**config.mk**
```make
export PLATFORM = sky130hd
export DESIGN_NAME = grf_scoreboard
export DESIGN_NICKNAME = d
export VERILOG_FILES = /design/src/rtl/grf_scoreboard.sv
export SDC_FILE = /design/constraint.sdc
export NUM_CORES = 2
export LEC_CHECK = 0
export CAP_MARGIN = 10
export CORE_UTILIZATION = 35
export CTS_CLUSTER_SIZE = 16
export DETAILED_ROUTE_END_ITERATION = 8
export GPL_ROUTABILITY_DRIVEN = 0
export PLACE_DENSITY_LB_ADDON = 0.12
export SETUP_SLACK_MARGIN = 0.2
export SLEW_MARGIN = 10
export SYNTH_ARGS = -nofsm -noshare
export SYNTH_HDL_FRONTEND = slang
export SYNTH_SLANG_ARGS = --single-unit
```
**constraint.sdc**
```tcl
create_clock -name clk_i -period 3.5 [get_ports clk_i]
set_input_delay 0.35 -clock clk_i [delete_from_list [all_inputs] [get_ports clk_i]]
set_output_delay 0.35 -clock clk_i [all_outputs]
set_load 0.02 [all_outputs]
```
**src/rtl/grf_scoreboard.sv**
```systemverilog
// Register file with two combinational read ports, one write port, optional write bypass and per-register pending bits.
// Optional GRF_TRACE_EN: prints a trace line for every accepted write.
module grf_scoreboard #(
  parameter int DATA_W = 32,
  parameter int ADDR_W = 5,
  parameter int BYPASS = 1
) (
  input  logic              clk_i,
  input  logic              reset_i,
  input  logic [31:0]       pc_i,
  input  logic [ADDR_W-1:0] rd_addr1_i,
  input  logic [ADDR_W-1:0] rd_addr2_i,
  output logic [DATA_W-1:0] rd_data1_o,
  output logic [DATA_W-1:0] rd_data2_o,
  output logic              rd_busy1_o,
  output logic              rd_busy2_o,
  input  logic              wr_en_i,
  input  logic [ADDR_W-1:0] wr_addr_i,
  input  logic [DATA_W-1:0] wr_data_i,
  input  logic              issue_en_i,
  input  logic [ADDR_W-1:0] issue_addr_i,
  output logic [ADDR_W:0]   busy_cnt_o
);
  localparam int DEPTH = 1 << ADDR_W;

  logic [DEPTH-1:0][DATA_W-1:0] regs_q;
  logic [DEPTH-1:0]             busy_q, busy_d;
  logic [ADDR_W:0]              busy_cnt_q, busy_cnt_d;
  logic                         wr_ok, iss_ok, cnt_inc, cnt_dec;

  assign wr_ok  = wr_en_i && (wr_addr_i != '0);
  assign iss_ok = issue_en_i && (issue_addr_i != '0);

  logic [1:0][ADDR_W-1:0] ra;
  logic [DATA_W-1:0]      rdat [2];
  logic [1:0]             rbusy;
  assign ra = {rd_addr2_i, rd_addr1_i};

  for (genvar p = 0; p < 2; p++) begin : g_rd
    logic hit;
    assign hit      = (BYPASS != 0) && wr_ok && (wr_addr_i == ra[p]);
    assign rdat[p]  = (ra[p] == '0) ? '0 : hit ? wr_data_i : regs_q[ra[p]];
    // A bypass hit means the value is arriving now, so the consumer need not stall.
    assign rbusy[p] = busy_q[ra[p]] && (ra[p] != '0) && !hit;
  end

  assign rd_data1_o = rdat[0];
  assign rd_data2_o = rdat[1];
  assign rd_busy1_o = rbusy[0];
  assign rd_busy2_o = rbusy[1];
  assign busy_cnt_o = busy_cnt_q;

  // Issue is applied after the clear so a new producer to the same register wins.
  always_comb begin
    busy_d = busy_q;
    if (wr_ok)  busy_d[wr_addr_i]    = 1'b0;
    if (iss_ok) busy_d[issue_addr_i] = 1'b1;
  end

  assign cnt_inc = iss_ok && !busy_q[issue_addr_i];
  assign cnt_dec = wr_ok && busy_q[wr_addr_i] && !(iss_ok && (issue_addr_i == wr_addr_i));
  assign busy_cnt_d = busy_cnt_q + (ADDR_W+1)'(cnt_inc) - (ADDR_W+1)'(cnt_dec);

  always_ff @(posedge clk_i) begin
    if (reset_i) begin
      regs_q     <= '0;
      busy_q     <= '0;
      busy_cnt_q <= '0;
    end else begin
      if (wr_ok) regs_q[wr_addr_i] <= wr_data_i;
      busy_q     <= busy_d;
      busy_cnt_q <= busy_cnt_d;
    end
  end

`ifdef GRF_TRACE_EN
  always_ff @(posedge clk_i) begin
    if (!reset_i && wr_ok)
      $display("@%08h: $%2d <= %h", pc_i, wr_addr_i, wr_data_i);
  end
`else
  logic unused_pc;
  assign unused_pc = ^pc_i;
`endif
endmodule

```
# --- Word level (Yosys, flattened, before mapping) ---
# Cells that the tools add are included.
word_totals:
  regBits: 1062
  in_bits: 88
op_classes:
  n_addsub: 2
  n_lt_le_gt_ge: 6
  eq_ne: 3
  mux: 25
  bitwise: 3
  reduce_logical: 24
op_table:
  columns: ["operator", "count"]
  rows:
  - ["$bwmux W1024", 1]
  - ["$bmux W32 S5", 2]
  - ["$mux W32", 9]
  - ["$demux W32 S5", 1]
  - ["$and A32 B32 Y32", 1]
  - ["$not A32 Y32", 1]
  - ["$or A32 B32 Y32", 1]
  - ["$lt A5 B6 Y1 const B", 4]
  - ["$bmux W1 S5", 4]
  - ["$reduce_bool A5 Y1", 4]
  - ["$eq A5 B5 Y1", 3]
  - ["$logic_and A1 B1 Y1", 14]
  - ["$demux W1 S5", 2]
  - ["$ge A5 B1 Y1 const B", 2]
  - ["$logic_not A5 Y1", 2]
  - ["$add A6 B1 Y6", 1]
  - ["$mux W1", 6]
  - ["$sub A6 B1 Y6", 1]
  - ["$logic_not A1 Y1", 4]

# --- Depth between registers and ports, before layout ---
logic_depth:
  ltp_word: 9
  mapped_depth: 16

# --- Worst setup path before layout ---
# Ideal clock, no wire load.
synth_timing:
  kind: "input to register"
  from: "input issue_addr_i[0]"
  to: "register busy_cnt_q[5], in the netlist busy_cnt_o[5]"
  setup_time_ns: 0.121
  arrival_ns: 3.307
  required_ns: 3.379
  slack_ns: 0.072
  cell_stages: 14
  n_path_buf: 2
  path_cell_list: "buf_2 > buf_2 > mux4_2 > mux4_2 > nor3_1 > a31oi_1 > ha_1 > inv_1 > ha_1 > a21o_1 > a21oi_1 > o21bai_1 > a21oi_1 > mux2_2"
synth_via:
  elab_chain_cells: 6
  elab_cells_between_ends: 12
  cone_classes: "add/sub: 2; eq/ne: 1; mux: 2; reduce/logical: 7"
synth_lines:
  columns: ["item", "line_no", "source"]
  rows:
  - ["start, declared", "21", "input logic [ADDR_W-1:0] issue_addr_i,"]
  - ["$bmux W1 S5 / $reduce_bool A5 Y1 (equally long branches)", "60, 32", null]
  - ["$mux W1 (not written as such) / $logic_and A1 B1 Y1 (equally long branches)", "60, 32", null]
  - ["$logic_not A1 Y1 / $logic_and A1 B1 Y1 (equally long branches)", "60, 61", null]
  - ["$logic_and A1 B1 Y1 / $logic_not A1 Y1 (equally long branches)", "60, 61", null]
  - ["$add A6 B1 Y6 / $logic_and A1 B1 Y1 (equally long branches)", "62, 61", null]
  - ["$sub A6 B1 Y6 *", "62", "assign busy_cnt_d = busy_cnt_q + (ADDR_W+1)'(cnt_inc) - (ADDR_W+1)'(cnt_dec);"]
  - ["end signal, assigned", "72", "busy_cnt_q <= busy_cnt_d;"]
  - ["end, declared", "28", "logic [ADDR_W:0] busy_cnt_q, busy_cnt_d;"]
# Mark *: on every way between the ends. The rest lies on a longest branch, timed or not. The select of a mux whose other input is x is not followed.
# A chain may end at the register's enable or synchronous reset.

# --- Worst setup path after layout ---
layout_timing:
  from: "input wr_addr_i[4]"
  to: "output rd_data1_o[1]"
layout_via:
  elab_chain_cells: 5
  elab_cells_between_ends: 6
  cone_classes: "eq/ne: 1; mux: 2; reduce/logical: 3"
layout_lines:
  columns: ["item", "line_no", "source"]
  rows:
  - ["start, declared", "18", "input logic [ADDR_W-1:0] wr_addr_i,"]
  - ["$reduce_bool A5 Y1", "31", "assign wr_ok = wr_en_i && (wr_addr_i != '0);"]
  - ["$logic_and A1 B1 Y1", "31", null]
  - ["$logic_and A1 B1 Y1 *", "41", "assign hit = (BYPASS != 0) && wr_ok && (wr_addr_i == ra[p]);"]
  - ["$mux W32 * (2 in a row)", "42", "assign rdat[p] = (ra[p] == '0) ? '0 : hit ? wr_data_i : regs_q[ra[p]];"]
  - ["end, declared", "13", "output logic [DATA_W-1:0] rd_data1_o,"]
# Mark *: on every way between the ends. The rest lies on a longest branch, timed or not.

==> out/qor.txt <==
Final Hold Viols = 0
total CTS buffers = 131
most frequent cells in the layout = nand2_1 (1,999), a21oi_1 (1,058), dfxtp_1 (1,058)
PwrDens = 450 nW/um^2
fraction of registers with async set or reset after synthesis = 0%
Yosys reg bits = 1,062
Post-Place Cells = 8,170
CTS Sinks = 1,062
non-filler instance count after layout = 8,415
Routed wire per std cell = 30.0 um
post-DP HPWL = 157,000 um
Chip Height = 397 um
Simple-Gate Fraction of Synth Area = 16.5%
largest family of logic cells by synthesized area = multiplexers
Longest Clk Path Bufs = 3
failing checks = DRC
most common cell after layout, fill and taps aside = nand2_1
Compound-Gate Fraction of Synth Area = 15.2%
DR iter-0 viols = 6,267
first-pass GRT wire length = 356,000 um
Hold Crit Class = in -> reg
I/O Buffers = 127
post-synthesis mux area share = 23.5%
WL final = 252,000 um
leading area contributor after synthesis = dfxtp_1
fin crit period = 3.29 ns
CP top delay family = buffers and inverters
Initial Utilization = 35.3%
total track usage = 31.3%
syn_nets = 6,309
Synth Area in XOR/XNOR = 0.305%
CTS H-tree depth = 4
worst slew pin tran = 0.968 ns
CTS tree = yes
Synth top area share = 39.0%
status = finished with violations
DR pass1 iterations = 9
Max Slew Vio Count = 0
Max-cap violations = 0
DRT antenna net count = 0
antenna violations before repair = 11
DIE AREA = 158,000 sq um
worst skew pair latency = 0.79 ns
Core ar. = 154,000 sq um
warnings from Yosys = 0
DP Worst Slack = -0.352 ns
io pins = 160
vias in the first global route = 47,200
fillcell total = 15,000
vias per cell = 6.00
Post-Syn Area per Cell = 8.78 sq um
EDFF count, synth = 0
Worst Path Arrival = 2.94 ns
Synth cell types = 58
final net count = 6,371
global route overflow = 0
cell leakage power = 22.1 nW
CP Buf/Inv Count = 7
CP startpoint kind = input pin
largest net degree at the start of global routing = 126
ys flop type = dfxtp_1
Area Growth Syn to Fin = 19.4%
crit path max fanout = 10
WS Path Type = in -> out
maximum VDD drop = 0.465 mV
row count = 144
synthesized-area fraction occupied by adder cells = 0.174%
top cells by area, synth = dfxtp_1 (39%), mux4_2 (19%), nand2_1 (14%)
share of layout cells above drive strength 1 = 19.8%
CP required = 3.15 ns
Setup crit end kind = output pin
Synth Instances = 6,214
total number of vias = 50,500
sequential area share after synthesis = 39.0%
setup ws final = 0.213 ns
FMAX = 0.304 GHz
Max stage delay on crit path = 0.46 ns
Worst slew margin = 35.5%
root buffer cell = clkbuf_16
DRC = 21
crit path cell chain = clkdlybuf4s50_1, buf_12, buf_6, xor2_1, a2111oi_2, buf_4, a21bo_4, buf_12, buf_4, nor3_2, a22o_1, clkdlybuf4s15_2
die width = 397 um
slowest CP cell = clkdlybuf4s50_1
fin crit share = 93.9%
clk_skew = 0.0250 ns
# setup viols final = 0
Post-Syn Area = 54,600 sq um
Reg clk slew, reported paths = 0.06 ns
RSZ-0062 raised after global routing = true
-- worst reg2reg max path: stages, from the launching register on --
cell and delay [ns]:
dfxtp_1 0.39, mux4_2 0.48, mux4_2 0.46, nor3_1 0.14, a31oi_1 0.08, ha_1 0.29
inv_1 0.04, ha_1 0.20, fa_1 0.42, a21oi_1 0.15, nor2_1 0.06, nor2_1 0.12
xor2_1 0.18, nor2_1 0.06
-- flip-flops by register name, summed over array words and instances (netlist names) --
name        count
regs_q       1024
busy_q         32
busy_cnt_o      6
-- stage by stage --
stage / utilization, % / area (sq um) / hold slack, ns / TNS, ns / power (W)
after floorplan: - / 54600 / 0.443 / 0 / 0.0143
after global placement: 39.3 / 60700 / 0.449 / -6.65 / 0.0159
after detailed placement: 39.3 / 60700 / 0.457 / -5.08 / 0.0159
after CTS: 42.1 / 65100 / 0.371 / 0 / 0.0295
after global routing: 42.2 / 65100 / 0.375 / 0 / 0.0301
final: 42.2 / 65100 / 0.391 / 0 / 0.0293
-- per-layer routing --
layer	GRT usage, %	vias up	part of all wire (%)
li1	-	21900	-
met1	43.5	25500	42
met2	48.5	2541	45
met3	5.68	484	8.8
met4	11.3	6	3.6
met5	0	-	0.019
-- repair_timing --
action                                 CTS  global route
gates resized for setup                 91            33
endpoints found under the hold margin   36             0
hold buffers                             1             0
setup endpoints to repair               62            31
buffers inserted                        10             6
pin swaps                                3             4
-- Yosys cell counts, drive strengths merged (3+ instances only) --
cell type / count
nand2: 2032
dfxtp: 1062
a21oi: 1060
mux4: 455
clkbuf: 423
mux2i: 254
buf: 243
a22oi: 154
nor2: 85
nor2b: 82
a211oi: 65
a22o: 62
o22ai: 60
nor3: 36
o221ai: 29
xor2: 11
nand3: 10
inv: 9
nand2b: 8
xnor2: 8
and2: 6
ha: 6
nand3b: 5
o21ai: 5
or2: 5
and3: 3
mux2: 3
nor3b: 3
-- logic make-up after synthesis --
group                      after synthesis
muxes                                  712
xor gates and xnor gates                19
adders and majority gates                7
buffers and inverters                  675
DFF                                   1062
AOI/OAI and AO/OA                     1453
and+or+nand+nor                       2286
-- report_power, final --
group	switching [W]	internal, W	leakage [nW]
logic	0.00214	0.00125	11.5
clock network	0.00567	0.00797	2.07
registers	0.0000883	0.0122	8.56
-- worst paths after layout --
path / start / end / slack, ns / cells after the start
max: wr_addr_i[4] / rd_data1_o[1] / 0.21 / 12
min: wr_addr_i[0] / busy_q[14] / 0.39 / 7
max reg2reg: busy_q[0] / busy_cnt_o[4] / 0.33 / 13
min reg2reg: regs_q[742] / regs_q[742] / 0.46 / 2
-- area by class of cell --
cell class / instances / area (sq um) / share of cell area [%]
multi-input cells: 4477 / 30800 / 47.4
clock buffers: 190 / 3790 / 5.82
flip-flops and latches: 1062 / 21300 / 32.6
repair buffers: 595 / 6220 / 9.56
well taps: 2044 / 2560 / 3.93
diodes: 4 / 10.0 / 0.0154
inverters: 9 / 33.8 / 0.0519
clock inverters: 34 / 410 / 0.630
No activity file was read; power rests on OpenSTA's default activity.
